### src/rtl/mux2_arb_pkg.sv
// Shared types and the round-robin owner selection used by the mux2 arbiter.
package mux2_arb_pkg;

    typedef enum logic [1:0] {
        IDLE = 2'd0,
        OWN0 = 2'd1,
        OWN1 = 2'd2
    } state_t;

    // Pick the next owner; on contention the requester not served last wins.
    function automatic state_t next_owner(input logic req0, input logic req1,
                                          input logic last_served);
        state_t w_owner;
        if (req0 && req1) begin
            w_owner = last_served ? OWN0 : OWN1;
        end else if (req0) begin
            w_owner = OWN0;
        end else if (req1) begin
            w_owner = OWN1;
        end else begin
            w_owner = IDLE;
        end
        return w_owner;
    endfunction

endpackage

### src/rtl/mux2.sv
// Single-bit 2:1 multiplexer cell: select=0 passes in0, select=1 passes in1.
module mux2 (
    input  logic select,
    input  logic in0,
    input  logic in1,
    output logic out
);

    assign out = select ? in1 : in0;

endmodule

### src/rtl/mux2_arbiter_datapath.sv
// Shared datapath: WIDTH data bits plus the last flag, each steered by one mux2 cell.
module mux2_arbiter_datapath #(
    parameter int WIDTH = 8
) (
    input  logic             i_select,
    input  logic [WIDTH-1:0] i_in0,
    input  logic [WIDTH-1:0] i_in1,
    input  logic             i_last0,
    input  logic             i_last1,
    output logic [WIDTH-1:0] o_data,
    output logic             o_last
);

    logic [WIDTH:0] w_a;
    logic [WIDTH:0] w_b;
    logic [WIDTH:0] w_y;

    assign w_a = {i_last0, i_in0};
    assign w_b = {i_last1, i_in1};

    for (genvar g = 0; g <= WIDTH; g++) begin : g_bit
        mux2 u_mux2 (
            .select (i_select),
            .in0    (w_a[g]),
            .in1    (w_b[g]),
            .out    (w_y[g])
        );
    end

    assign o_data = w_y[WIDTH-1:0];
    assign o_last = w_y[WIDTH];

endmodule

### src/rtl/mux2_arbiter.sv
// Round-robin burst arbiter owning the select of a shared mux2 datapath between two
// requesters, with valid/ready output and forced re-arbitration after MAX_BEATS beats.
module mux2_arbiter
    import mux2_arb_pkg::*;
#(
    parameter int WIDTH     = 8,
    parameter int MAX_BEATS = 4
) (
    input  logic             clk,
    input  logic             reset,
    input  logic             req0,
    input  logic             req1,
    input  logic [WIDTH-1:0] in0,
    input  logic [WIDTH-1:0] in1,
    input  logic             last0,
    input  logic             last1,
    input  logic             out_ready,
    output logic             grant0,
    output logic             grant1,
    output logic             select,
    output logic             out_valid,
    output logic [WIDTH-1:0] out_data,
    output logic             out_last,
    output logic             preempt
);

    localparam int               CNT_W    = $clog2(MAX_BEATS + 1);
    localparam logic [CNT_W-1:0] CNT_LAST = CNT_W'(MAX_BEATS - 1);
    localparam logic [CNT_W-1:0] CNT_ONE  = CNT_W'(1);
    localparam logic [CNT_W-1:0] CNT_ZERO = CNT_W'(0);

    state_t           r_state;
    logic             r_grant0;
    logic             r_grant1;
    logic             r_select;
    logic             r_preempt;
    logic             r_last_served;
    logic [CNT_W-1:0] r_beat_cnt;

    state_t           w_next_state;
    logic             w_own_req;
    logic             w_own_last;
    logic             w_owner_id;
    logic             w_valid;
    logic             w_beat;
    logic             w_burst_end;
    logic             w_preempt_next;
    logic             w_last_served_next;
    logic [CNT_W-1:0] w_cnt_next;
    logic [WIDTH-1:0] w_mux_data;
    logic             w_mux_last;

    mux2_arbiter_datapath #(.WIDTH(WIDTH)) u_datapath (
        .i_select (r_select),
        .i_in0    (in0),
        .i_in1    (in1),
        .i_last0  (last0),
        .i_last1  (last1),
        .o_data   (w_mux_data),
        .o_last   (w_mux_last)
    );

    // Request and last flag of whichever requester currently owns the datapath.
    always_comb begin
        w_own_req  = 1'b0;
        w_own_last = 1'b0;
        w_owner_id = 1'b0;
        case (r_state)
            OWN0: begin
                w_own_req  = req0;
                w_own_last = last0;
                w_owner_id = 1'b0;
            end
            OWN1: begin
                w_own_req  = req1;
                w_own_last = last1;
                w_owner_id = 1'b1;
            end
            default: begin
                w_own_req  = 1'b0;
                w_own_last = 1'b0;
                w_owner_id = 1'b0;
            end
        endcase
    end

    // A reset cycle never transfers a beat, even mid-burst.
    assign w_valid = ((r_grant0 & req0) | (r_grant1 & req1)) & ~reset;
    assign w_beat  = w_valid & out_ready;

    // Burst-end detection, beat counting and next owner selection.
    always_comb begin
        w_next_state       = r_state;
        w_burst_end        = 1'b0;
        w_preempt_next     = 1'b0;
        w_cnt_next         = r_beat_cnt;
        w_last_served_next = r_last_served;
        if (r_state == IDLE) begin
            w_next_state = next_owner(req0, req1, r_last_served);
        end else begin
            if (!w_own_req) begin
                w_burst_end = 1'b1;
            end else if (w_beat && (w_own_last || (r_beat_cnt == CNT_LAST))) begin
                w_burst_end    = 1'b1;
                w_preempt_next = ~w_own_last;
            end else if (w_beat) begin
                w_cnt_next = r_beat_cnt + CNT_ONE;
            end else begin
                w_cnt_next = r_beat_cnt;
            end
            // Passing the finishing owner as last_served gives the other side priority.
            if (w_burst_end) begin
                w_cnt_next         = CNT_ZERO;
                w_last_served_next = w_owner_id;
                w_next_state       = next_owner(req0, req1, w_owner_id);
            end else begin
                w_next_state = r_state;
            end
        end
    end

    // State, grants, select, counter and preempt pulse registers.
    always_ff @(posedge clk) begin
        if (reset) begin
            r_state       <= IDLE;
            r_grant0      <= 1'b0;
            r_grant1      <= 1'b0;
            r_select      <= 1'b0;
            r_preempt     <= 1'b0;
            r_last_served <= 1'b1;
            r_beat_cnt    <= CNT_ZERO;
        end else begin
            r_state       <= w_next_state;
            r_grant0      <= (w_next_state == OWN0);
            r_grant1      <= (w_next_state == OWN1);
            r_preempt     <= w_preempt_next;
            r_last_served <= w_last_served_next;
            r_beat_cnt    <= w_cnt_next;
            case (w_next_state)
                OWN0:    r_select <= 1'b0;
                OWN1:    r_select <= 1'b1;
                default: r_select <= r_select;
            endcase
        end
    end

    assign grant0    = r_grant0;
    assign grant1    = r_grant1;
    assign select    = r_select;
    assign preempt   = r_preempt;
    assign out_valid = w_valid;
    assign out_data  = (r_state == IDLE) ? {WIDTH{1'b0}} : w_mux_data;
    assign out_last  = (r_state == IDLE) ? 1'b0 : w_mux_last;

endmodule

### config.mk
export PLATFORM = sky130hd
export DESIGN_NAME = mux2_arbiter
export DESIGN_NICKNAME = d
export VERILOG_FILES = /design/src/rtl/mux2_arb_pkg.sv /design/src/rtl/mux2.sv /design/src/rtl/mux2_arbiter_datapath.sv /design/src/rtl/mux2_arbiter.sv
export SDC_FILE = /design/constraint.sdc
export NUM_CORES = 1
export LEC_CHECK = 0
export BUFFER_PORTS_ARGS = -buffer_cell sky130_fd_sc_hd__buf_4
export CAP_MARGIN = 20
export CORE_UTILIZATION = 49
export DETAILED_ROUTE_END_ITERATION = 10
export PLACE_DENSITY = 0.81
export SLEW_MARGIN = 20
export SYNTH_ARGS = -nofsm -noshare
export SYNTH_HDL_FRONTEND = slang
export SYNTH_HIERARCHICAL = 1
export SYNTH_SLANG_ARGS = --single-unit
### constraint.sdc
create_clock -name clk -period 4.6 [get_ports clk]
set_clock_uncertainty 0.15 [all_clocks]
set_input_delay 0.92 -clock clk [delete_from_list [all_inputs] [get_ports clk]]
set_output_delay 0.92 -clock clk [all_outputs]
set_load 0.01 [all_outputs]
==> results.yml <==
outcome:
  status: "completed"
sta:
  setup_tns_ns: 0
  setup_slack_ns: 1.91
  worst_pin_slew_ns: 0.602
  fin_crit_ns: 2.69
  setup_viol: 0
  hold_viol: 0
  max_freq_mhz: 372
  hold_ws_ns: 0.337
  slew_viol_final: 0
  fin_crit_sh_pct: 58.4
  slew_headroom_pct: 59.8
  rsz0062_at_grt: "no"
clock_tree:
  ctsResizeCount: 0
  cts_buffers: 3
  postCtsHoldBufs: 0
  post_cts_buffers: 0
  cts_root_buf: "clkbuf_4"
  path_clk_slew_ns: 0.08
  clock_latency_ns: 0.27
  cts_max_path_buffers: 2
  htreeDepth: 1
  cts_tree: "done"
  cts.sinks: 10
run:
  drv_cap: 0
worst_setup_path:
  crit_slowest_cell: "dfxtp_1"
  critPathCaptureType: "output port"
  required_ns: 3.53
  cp.arrival_ns: 1.62
  crit_path_max_incr_delay_ns: 0.71
  cp_max_fo: 11
  startpoint_type: "flop"
  criticalPathCategory: "reg2out"
  crit_chain: "mux2_4 > nor2b_1 > buf_4"
placed_design:
  dp_hpwl_um: 1400
  numPlacedInstances: 133
  gp_congestion: 0.889
  port_buffers: 36
  place_ws_ns: 1.88
  postPlaceCellArea_mm2: 0.00112
grt:
  track_usage_pct: 21.1
  grt_overflow_total: 0
  grt_max_degree: 14
  antenna_found_initial: 0
  grt_pass1_vias: 697
  grt_pass1_wl_um: 2950
logic_synthesis:
  async_flop_share_pct: 0
  synth_cells: 83
  syn_nets: 113
  syn_area_um2: 835
  yosysWarningCount: 6
  yosysUniqueCellTypes: 36
  synthTopCellsByCount: "dfxtp_1 (10), nor2b_1 (10), mux2_4 (9), ha_1 (7), inv_1 (7)"
  synth-edff-count: 0
  synth_top_flop_cell: "dfxtp_1"
  yosysSeqAreaShare_pct: 24.0
  synthTopCellsByArea: "dfxtp_1 (24%), mux2_4 (16%), ha_1 (10%), nor2b_1 (7.5%), inv_1 (3.1%)"
  ys_ff_latch: 10
  synth.avg_cell_area_um2: 10.1
  synth.top_cell.area_share_pct: 24.0
  synth_top_area_cell: "dfxtp_1"
worst_hold_path:
  hold_class: "reg2reg"
final_layout:
  drive_gt1_share_pct: 49.6
  final_area_mm2: 0.00115
  nets: 152
  final_util_pct: 74.8
  syn2layout_area_growth_pct: 38.1
  stdcell_count: 137
  antenna_cells: 0
drt:
  routed_wirelength_um: 1760
  drtIter0Drc: 15
  drtPass1Iterations: 2
  vias_per_cell: 5.36
  vias: 735
  drc: 0
  wl_per_cell_um: 12.8
  drtAntennaViolNets: 0
power:
  peakVddDrop_uv: 213
  power_density_mw_per_mm2: 246
  p_leak_nw: 0.564
  power_uw: 283
floorplanning:
  fp.dieArea_mm2: 0.00187
  core.rowCount: 14
  boundaryPins: 37
  start_util_pct: 54.1
  die_w_um: 43.3
  core_mm2: 0.00154
  die_h_um: 43.3
cell families (layout without fill, tap and decap cells):
kind of cell / after synthesis / after routing / synth area share, %
muxes: 12 / 12 / 19.9
adders and majority gates: 7 / 7 / 10.5
buffers and inverters: 9 / 47 / 4.20
DFF: 10 / 10 / 24.0
and+or+nand+nor: 27 / 27 / 21.1
AOI/OAI and AO/OA: 18 / 18 / 20.2
where the power goes:
| group | total, mW | internal (mW) | switching, mW |
|---|---|---|---|
| Combinational | 0.104 | 0.0591 | 0.0446 |
| Clock | 0.0820 | 0.0481 | 0.0339 |
| Sequential | 0.0978 | 0.0914 | 0.00633 |
layer usage:
layer | global-route usage [%] | share of wire, % | vias up
met4 | 10.9 | 2.5 | 0
li1 | - | - | 375
met5 | 0 | 0 | -
met2 | 31.9 | 43 | 36
met3 | 4.26 | 8.7 | 4
met1 | 28.0 | 46 | 320
final cells by class:
cell class | count | area, um2
timing repair buffer | 36 | 270
clock buffer | 4 | 36.3
inverter | 7 | 26.3
tap | 16 | 20.0
fill | 113 | 389
multi-input combinational | 64 | 599
sequential | 10 | 200
flip-flops by register name (all words and copies together) (netlist names):
| signal | flops |
|---|---|
| r_state | 2 |
| select | 1 |
| grant0 | 1 |
| grant1 | 1 |
| r_beat_cnt | 3 |
| r_last_served | 1 |
| preempt | 1 |
layout by cell type, fill, tap and decap left out, drive strengths merged, types with 2 or more instances in the layout:
master  instances
a21oi           2
a22o            4
and2            2
buf            36
clkbuf          4
dfxtp          10
ha              7
inv             7
mux2           10
mux2i           2
nand3           3
nor2            3
nor2b          10
o211ai          2
o21ai           2
path summary, 6_finish.rpt:
path                 start             to  slack (ns)  cells past startpoint
max                 select    out_data[7]        1.91                      3
min          r_beat_cnt[2]  r_beat_cnt[2]        0.34                      1
max reg2reg     r_state[0]         select        2.24                      9
min reg2reg  r_beat_cnt[2]  r_beat_cnt[2]        0.34                      1
critical path, delay by kind of cell, from the launching register on:
kind | cells | cell delay [ns]
DFF | 1 | 0.71
buffers and inverters | 1 | 0.16
and+or+nand+nor | 1 | 0.13
muxes | 1 | 0.35
Note: power is estimated with default switching activity, not from simulation.
